[config.mk]
export PLATFORM = sky130hd
export DESIGN_NAME = calc_gravity_divider
export DESIGN_NICKNAME = d
export VERILOG_FILES = /design/src/rtl/calc_gravity_pkg.sv /design/src/rtl/calc_gravity_divider.sv
export SDC_FILE = /design/constraint.sdc
export NUM_CORES = 1
export LEC_CHECK = 0
export ABC_AREA = 1
export BUFFER_PORTS_ARGS = -buffer_cell sky130_fd_sc_hd__buf_2
export CAP_MARGIN = 20
export CORE_UTILIZATION = 47
export DETAILED_ROUTE_END_ITERATION = 16
export GPL_TIMING_DRIVEN = 0
export PLACE_DENSITY = 0.72
export SLEW_MARGIN = 20
export SYNTH_ARGS = -nofsm -noshare
export SYNTH_HDL_FRONTEND = slang
export SYNTH_SLANG_ARGS = --single-unit
[constraint.sdc]
create_clock -name CCLK -period 5.17 [get_ports CCLK]
set_input_delay 0.7755 -clock CCLK [delete_from_list [all_inputs] [get_ports CCLK]]
set_output_delay 0.7755 -clock CCLK [all_outputs]
set_load 0.1 [all_outputs]
[src/rtl/calc_gravity_pkg.sv]
// Shared definitions for the centre-of-gravity accumulator and divider blocks:
// divider FSM encodings and the default datapath widths.
package calc_gravity_pkg;

  typedef enum logic [1:0] {
    ST_IDLE = 2'd0,
    ST_DIV  = 2'd1,
    ST_DONE = 2'd2
  } cgd_state_e;

  localparam int unsigned CG_SUM_WIDTH   = 16;
  localparam int unsigned CG_MASS_WIDTH  = 16;
  localparam int unsigned CG_COORD_WIDTH = 10;

endpackage

[src/rtl/calc_gravity_divider.sv]
// Per-axis centre-of-gravity divider: coordinate = floor(weighted / mass) using a
// restoring divider (one quotient bit per clock), result on a valid/ready port.
//
// state   | meaning
// --------+------------------------------------------------------------------
// ST_IDLE | waiting for iSTART; operands latched on the starting edge
// ST_DIV  | one restoring step per cycle; zero divisor skips straight to DONE
// ST_DONE | first cycle registers the result, then holds oVALID until iREADY
module calc_gravity_divider
  import calc_gravity_pkg::*;
#(
  parameter int unsigned SUM_WIDTH   = CG_SUM_WIDTH,
  parameter int unsigned MASS_WIDTH  = CG_MASS_WIDTH,
  parameter int unsigned COORD_WIDTH = CG_COORD_WIDTH
) (
  input  logic                   CCLK,
  input  logic                   RST_N,
  input  logic                   iSTART,
  input  logic [SUM_WIDTH-1:0]   iSUM,
  input  logic [MASS_WIDTH-1:0]  iMASS,
  output logic                   oBUSY,
  output logic                   oVALID,
  input  logic                   iREADY,
  output logic [COORD_WIDTH-1:0] oCOORD,
  output logic                   oZERO,
  output logic                   oOVF
);

  localparam int CNT_W = (SUM_WIDTH > 1) ? $clog2(SUM_WIDTH) : 1;

  cgd_state_e             state_q, state_d;
  logic [SUM_WIDTH-1:0]   dividend_q, dividend_d;
  logic [MASS_WIDTH-1:0]  divisor_q, divisor_d;
  logic [MASS_WIDTH-1:0]  rem_q, rem_d;
  logic [SUM_WIDTH-1:0]   quot_q, quot_d;
  logic [CNT_W-1:0]       cnt_q, cnt_d;
  logic                   busy_q, busy_d;
  logic                   valid_q, valid_d;
  logic [COORD_WIDTH-1:0] coord_q, coord_d;
  logic                   zero_q, zero_d;
  logic                   ovf_q, ovf_d;

  logic [MASS_WIDTH:0]    step_res;
  logic                   quot_ovf;
  logic                   div_by_zero;

  // Restoring step: returns {quotient bit, new remainder}. The trial value is one
  // bit wider than the divisor so the shifted-in remainder never loses its carry;
  // after a successful subtract the remainder is below the divisor again.
  function automatic logic [MASS_WIDTH:0] div_step(
    input logic [MASS_WIDTH-1:0] rem,
    input logic                  bit_in,
    input logic [MASS_WIDTH-1:0] dvs
  );
    logic [MASS_WIDTH:0] trial;
    trial = {rem, bit_in};
    if (trial >= {1'b0, dvs}) begin
      div_step = {1'b1, MASS_WIDTH'(trial - {1'b0, dvs})};
    end else begin
      div_step = {1'b0, trial[MASS_WIDTH-1:0]};
    end
  endfunction

  assign step_res    = div_step(rem_q, dividend_q[SUM_WIDTH-1], divisor_q);
  assign quot_ovf    = |(quot_q >> COORD_WIDTH);
  assign div_by_zero = (divisor_q == '0);

  always_comb begin
    state_d    = state_q;
    dividend_d = dividend_q;
    divisor_d  = divisor_q;
    rem_d      = rem_q;
    quot_d     = quot_q;
    cnt_d      = cnt_q;
    busy_d     = busy_q;
    valid_d    = valid_q;
    coord_d    = coord_q;
    zero_d     = zero_q;
    ovf_d      = ovf_q;

    case (state_q)
      ST_IDLE: begin
        if (iSTART) begin
          dividend_d = iSUM;
          divisor_d  = iMASS;
          rem_d      = '0;
          quot_d     = '0;
          cnt_d      = CNT_W'(SUM_WIDTH - 1);
          busy_d     = 1'b1;
          state_d    = ST_DIV;
        end
      end

      ST_DIV: begin
        if (div_by_zero) begin
          quot_d  = '0;
          state_d = ST_DONE;
        end else begin
          rem_d      = step_res[MASS_WIDTH-1:0];
          quot_d     = {quot_q[SUM_WIDTH-2:0], step_res[MASS_WIDTH]};
          dividend_d = {dividend_q[SUM_WIDTH-2:0], 1'b0};
          cnt_d      = cnt_q - CNT_W'(1);
          if (cnt_q == '0) begin
            state_d = ST_DONE;
          end
        end
      end

      ST_DONE: begin
        // Result flags are registered on the first DONE cycle so they change
        // together with oVALID and then hold until the next result.
        if (!valid_q) begin
          valid_d = 1'b1;
          zero_d  = div_by_zero;
          ovf_d   = quot_ovf && !div_by_zero;
          if (div_by_zero) begin
            coord_d = '0;
          end else if (quot_ovf) begin
            coord_d = '1;
          end else begin
            coord_d = quot_q[COORD_WIDTH-1:0];
          end
        end else if (iREADY) begin
          valid_d = 1'b0;
          busy_d  = 1'b0;
          state_d = ST_IDLE;
        end
      end

      default: begin
        state_d = ST_IDLE;
        busy_d  = 1'b0;
        valid_d = 1'b0;
      end
    endcase
  end

  always_ff @(posedge CCLK or negedge RST_N) begin
    if (!RST_N) begin
      state_q    <= ST_IDLE;
      dividend_q <= '0;
      divisor_q  <= '0;
      rem_q      <= '0;
      quot_q     <= '0;
      cnt_q      <= '0;
      busy_q     <= 1'b0;
      valid_q    <= 1'b0;
      coord_q    <= '0;
      zero_q     <= 1'b0;
      ovf_q      <= 1'b0;
    end else begin
      state_q    <= state_d;
      dividend_q <= dividend_d;
      divisor_q  <= divisor_d;
      rem_q      <= rem_d;
      quot_q     <= quot_d;
      cnt_q      <= cnt_d;
      busy_q     <= busy_d;
      valid_q    <= valid_d;
      coord_q    <= coord_d;
      zero_q     <= zero_d;
      ovf_q      <= ovf_d;
    end
  end

  assign oBUSY  = busy_q;
  assign oVALID = valid_q;
  assign oCOORD = coord_q;
  assign oZERO  = zero_q;
  assign oOVF   = ovf_q;

endmodule

==> flow_metrics.py <==
metrics = {
    "timing": {
        "finalCriticalPeriod_ps": 2120,
        "drv_slew": 0,
        "holdWs_ps": 419,
        "worstMarginPinSlew_ps": 596,
        "hold_viol": 0,
        "rsz0062_at_grt": "no",
        "min_period_over_period_pct": 41.0,
        "skew_ps": 10.3,
        "slew_headroom_pct": 60.3,
        "tns_ps": 0,
        "max_freq_mhz": 472,
        "finalSetupViolations": 0,
    },
    "placed_design": {
        "routabilityCongestion": 0.956,
        "place_area_mm2": 0.00526,
        "port-buffer-count": 49,
        "place_hpwl_mm": 8.27,
    },
    "routing": {
        "dr.pass1.iters": 5,
        "drtAntennaViolNets": 0,
        "totalWireLength_mm": 10.9,
        "vias": 4229,
        "drt_iter0_drc": 204,
        "vias_per_cell": 5.15,
        "routed-wl-met3_um": 670,
        "topRoutingLayerUsed": "met4",
        "wl_per_cell_um": 13.2,
        "routed-wl-met2_mm": 4.73,
        "drc": 0,
        "met1Wirelength_mm": 5.26,
    },
    "cts": {
        "postCtsSetupBuffers": 0,
        "cts_hold_buf": 0,
        "clock_path_buffers": 2,
        "cts_made_buffers": 9,
        "clk-insertion-delay-late_ps": 360,
        "clock-sinks": 84,
        "clk_transition_reported_paths_ps": 90,
        "root_buffer": "clkbuf_8",
        "htreeDepth": 3,
        "cts_tree": "done",
        "postCtsResizedCells": 0,
    },
    "synth": {
        "synth_top_area_share_pct": 43.6,
        "yosys_warnings": 0,
        "synth_top_area_cell": "dfrtp_1",
        "async_flop_share_pct": 100,
        "synth-edff-count": 0,
        "synth_flop_cell": "dfrtp_1",
        "syn-num-nets": 676,
        "syn-cell-area_mm2": 0.00482,
        "seq_area_frac_synth_pct": 43.6,
        "synth_cell_type_count": 38,
        "synth.area.top_cells": "dfrtp_1, nand2_1, inv_1",
        "netlist_instances": 622,
        "ys_seq_elements": 84,
        "avgSynthCellArea_um2": 7.75,
    },
    "global_routing": {
        "grt_max_degree": 48,
        "grt_pass1_wl_mm": 18.3,
        "globalRoute.totalOverflow": 0,
        "grt_pass1_vias": 3917,
        "grt_usage_pct": 22.2,
        "antenna_found_initial": 0,
    },
    "die": {
        "die_x_um": 103,
        "placementRows": 36,
        "start_util_pct": 48.9,
        "dieArea_mm2": 0.0107,
        "coreArea_mm2": 0.00986,
        "top_level_ports": 50,
        "fp.dieH_um": 103,
    },
    "worst_setup_path": {
        "worst_path_most_repeated_cell": "nor2_1",
        "critPathKind": "flip-flop to flip-flop",
        "worstPathMaxFanout": 10,
        "crit_chain": "inv_1 -> ha_1 -> a21oi_2 -> nor2_1 -> nor2_1 -> nand2_2 -> nor2_4 -> buf_4 -> nand3b_1 -> nand3_1 -> nand2_1",
        "endpoint_kind": "flip-flop",
        "critical-path-slowest-cell": "dfrtp_1",
        "cp-start-kind": "flip-flop",
        "cp.required_ps": 5420,
        "cp.arrival_ps": 2370,
        "slowest_delay_ps": 370,
    },
    "finish": {
        "drive_gt1_share_pct": 17.0,
        "fin_nets": 737,
        "fillers": 948,
        "diodes": 0,
        "area_delta_synth_final_pct": 12.8,
        "fin_area_mm2": 0.00544,
    },
    "worst_hold_path": {
        "hp-class": "input pin to async pin",
    },
    "flow_run": {
        "drv_cap": 0,
    },
    "run_status": {
        "status": "finished, final reports clean",
    },
}
layout by cell type, fill, tap and decap left out, types with 3 or more instances in the layout:
master      n
nor3_1      3
inv_1     100
nand2_2     7
nor2_2      3
nand3_1    37
nand2_4     4
nand3_2    12
o21ai_0    51
nor2_4      3
clkbuf_1   12
dfrtp_1    84
buf_4       4
nand3b_1    8
nand2_1   167
o22ai_1    14
nor2_1     33
a21oi_1     6
ha_1       17
clkbuf_8    9
xnor2_1     4
nand4_1     9
buf_2      52
inv_2       7
o211ai_1   15
metrics by stage:
step	util [%]	setup WS, ps	std cells
after detailed placement	53.3	2980	805
after CTS	55.1	3060	821
after floorplan	-	3430	622
after global placement	53.1	2700	804
final	55.1	3050	821
after global routing	55.1	2890	821
layer usage:
layer  up-vias  GRT usage (%)
met5         -              0
met4         0           7.26
met3        21           4.70
met2       133           34.1
met1      1964           31.5
li1       2111              -
state kept, by name, summed over array words and instances (netlist names):
name        cells
oCOORD         10
oZERO           1
quot_q         16
divisor_q      16
oBUSY           1
cnt_q           4
rem_q          16
state_q         2
oVALID          1
dividend_q     16
oOVF            1
path summary, 6_finish.rpt:
kind | startpoint | end | slack [ps] | depth (start not counted)
min reg2reg | oCOORD[4] | oCOORD[4] | 490 | 2
max | divisor_q[14] | rem_q[11] | 3050 | 11
min | RST_N | oCOORD[8] | 420 | 1
max in group asynchronous | RST_N | rem_q[6] | 4140 | 2
min in group CCLK | oCOORD[4] | oCOORD[4] | 490 | 2
max reg2reg | divisor_q[14] | rem_q[11] | 3050 | 11
Yosys cell counts, drive strengths merged (2+ instances only):
cell type	instances
o211ai	15
clkbuf	12
or2	3
nand2	178
buf	8
xor2	2
nor3	4
inv	107
o22ai	14
ha	17
dfrtp	84
nand3b	8
o21ai	53
nand4	9
nand3	49
nor2	39
a21oi	8
xnor2	4
area by class of cell:
cell class | count | area, µm² | share of cell area [%]
Clock inverter | 7 | 58.8 | 1.08
Sequential cell | 84 | 2100 | 38.6
Inverter | 108 | 405 | 7.45
Timing Repair Buffer | 50 | 268 | 4.92
Buffer | 20 | 108 | 1.98
Multi-Input combinational cell | 410 | 2210 | 40.6
Tap cell | 133 | 166 | 3.06
Clock buffer | 9 | 124 | 2.28
worst max-delay path, delay by kind of cell, from the launching register on:
kind | cells | cell delay (ps)
buffers and inverters | 2 | 350
adders and majority gates | 1 | 310
and+or+nand+nor | 7 | 790
AOI/OAI and AO/OA | 1 | 180
DFF | 1 | 370
kinds of logic after synthesis:
family | count (synthesis) | share of synthesized area [%]
DFF | 84 | 43.6
xor gates and xnor gates | 6 | 1.09
buffers and inverters | 128 | 10.6
and+or+nand+nor | 291 | 28.3
adders and majority gates | 18 | 4.83
AOI/OAI and AO/OA | 95 | 11.6
Power is left out: the tool's default activity adds up to more than one toggle a clock period on the data nets, which glitch-free logic cannot reach.
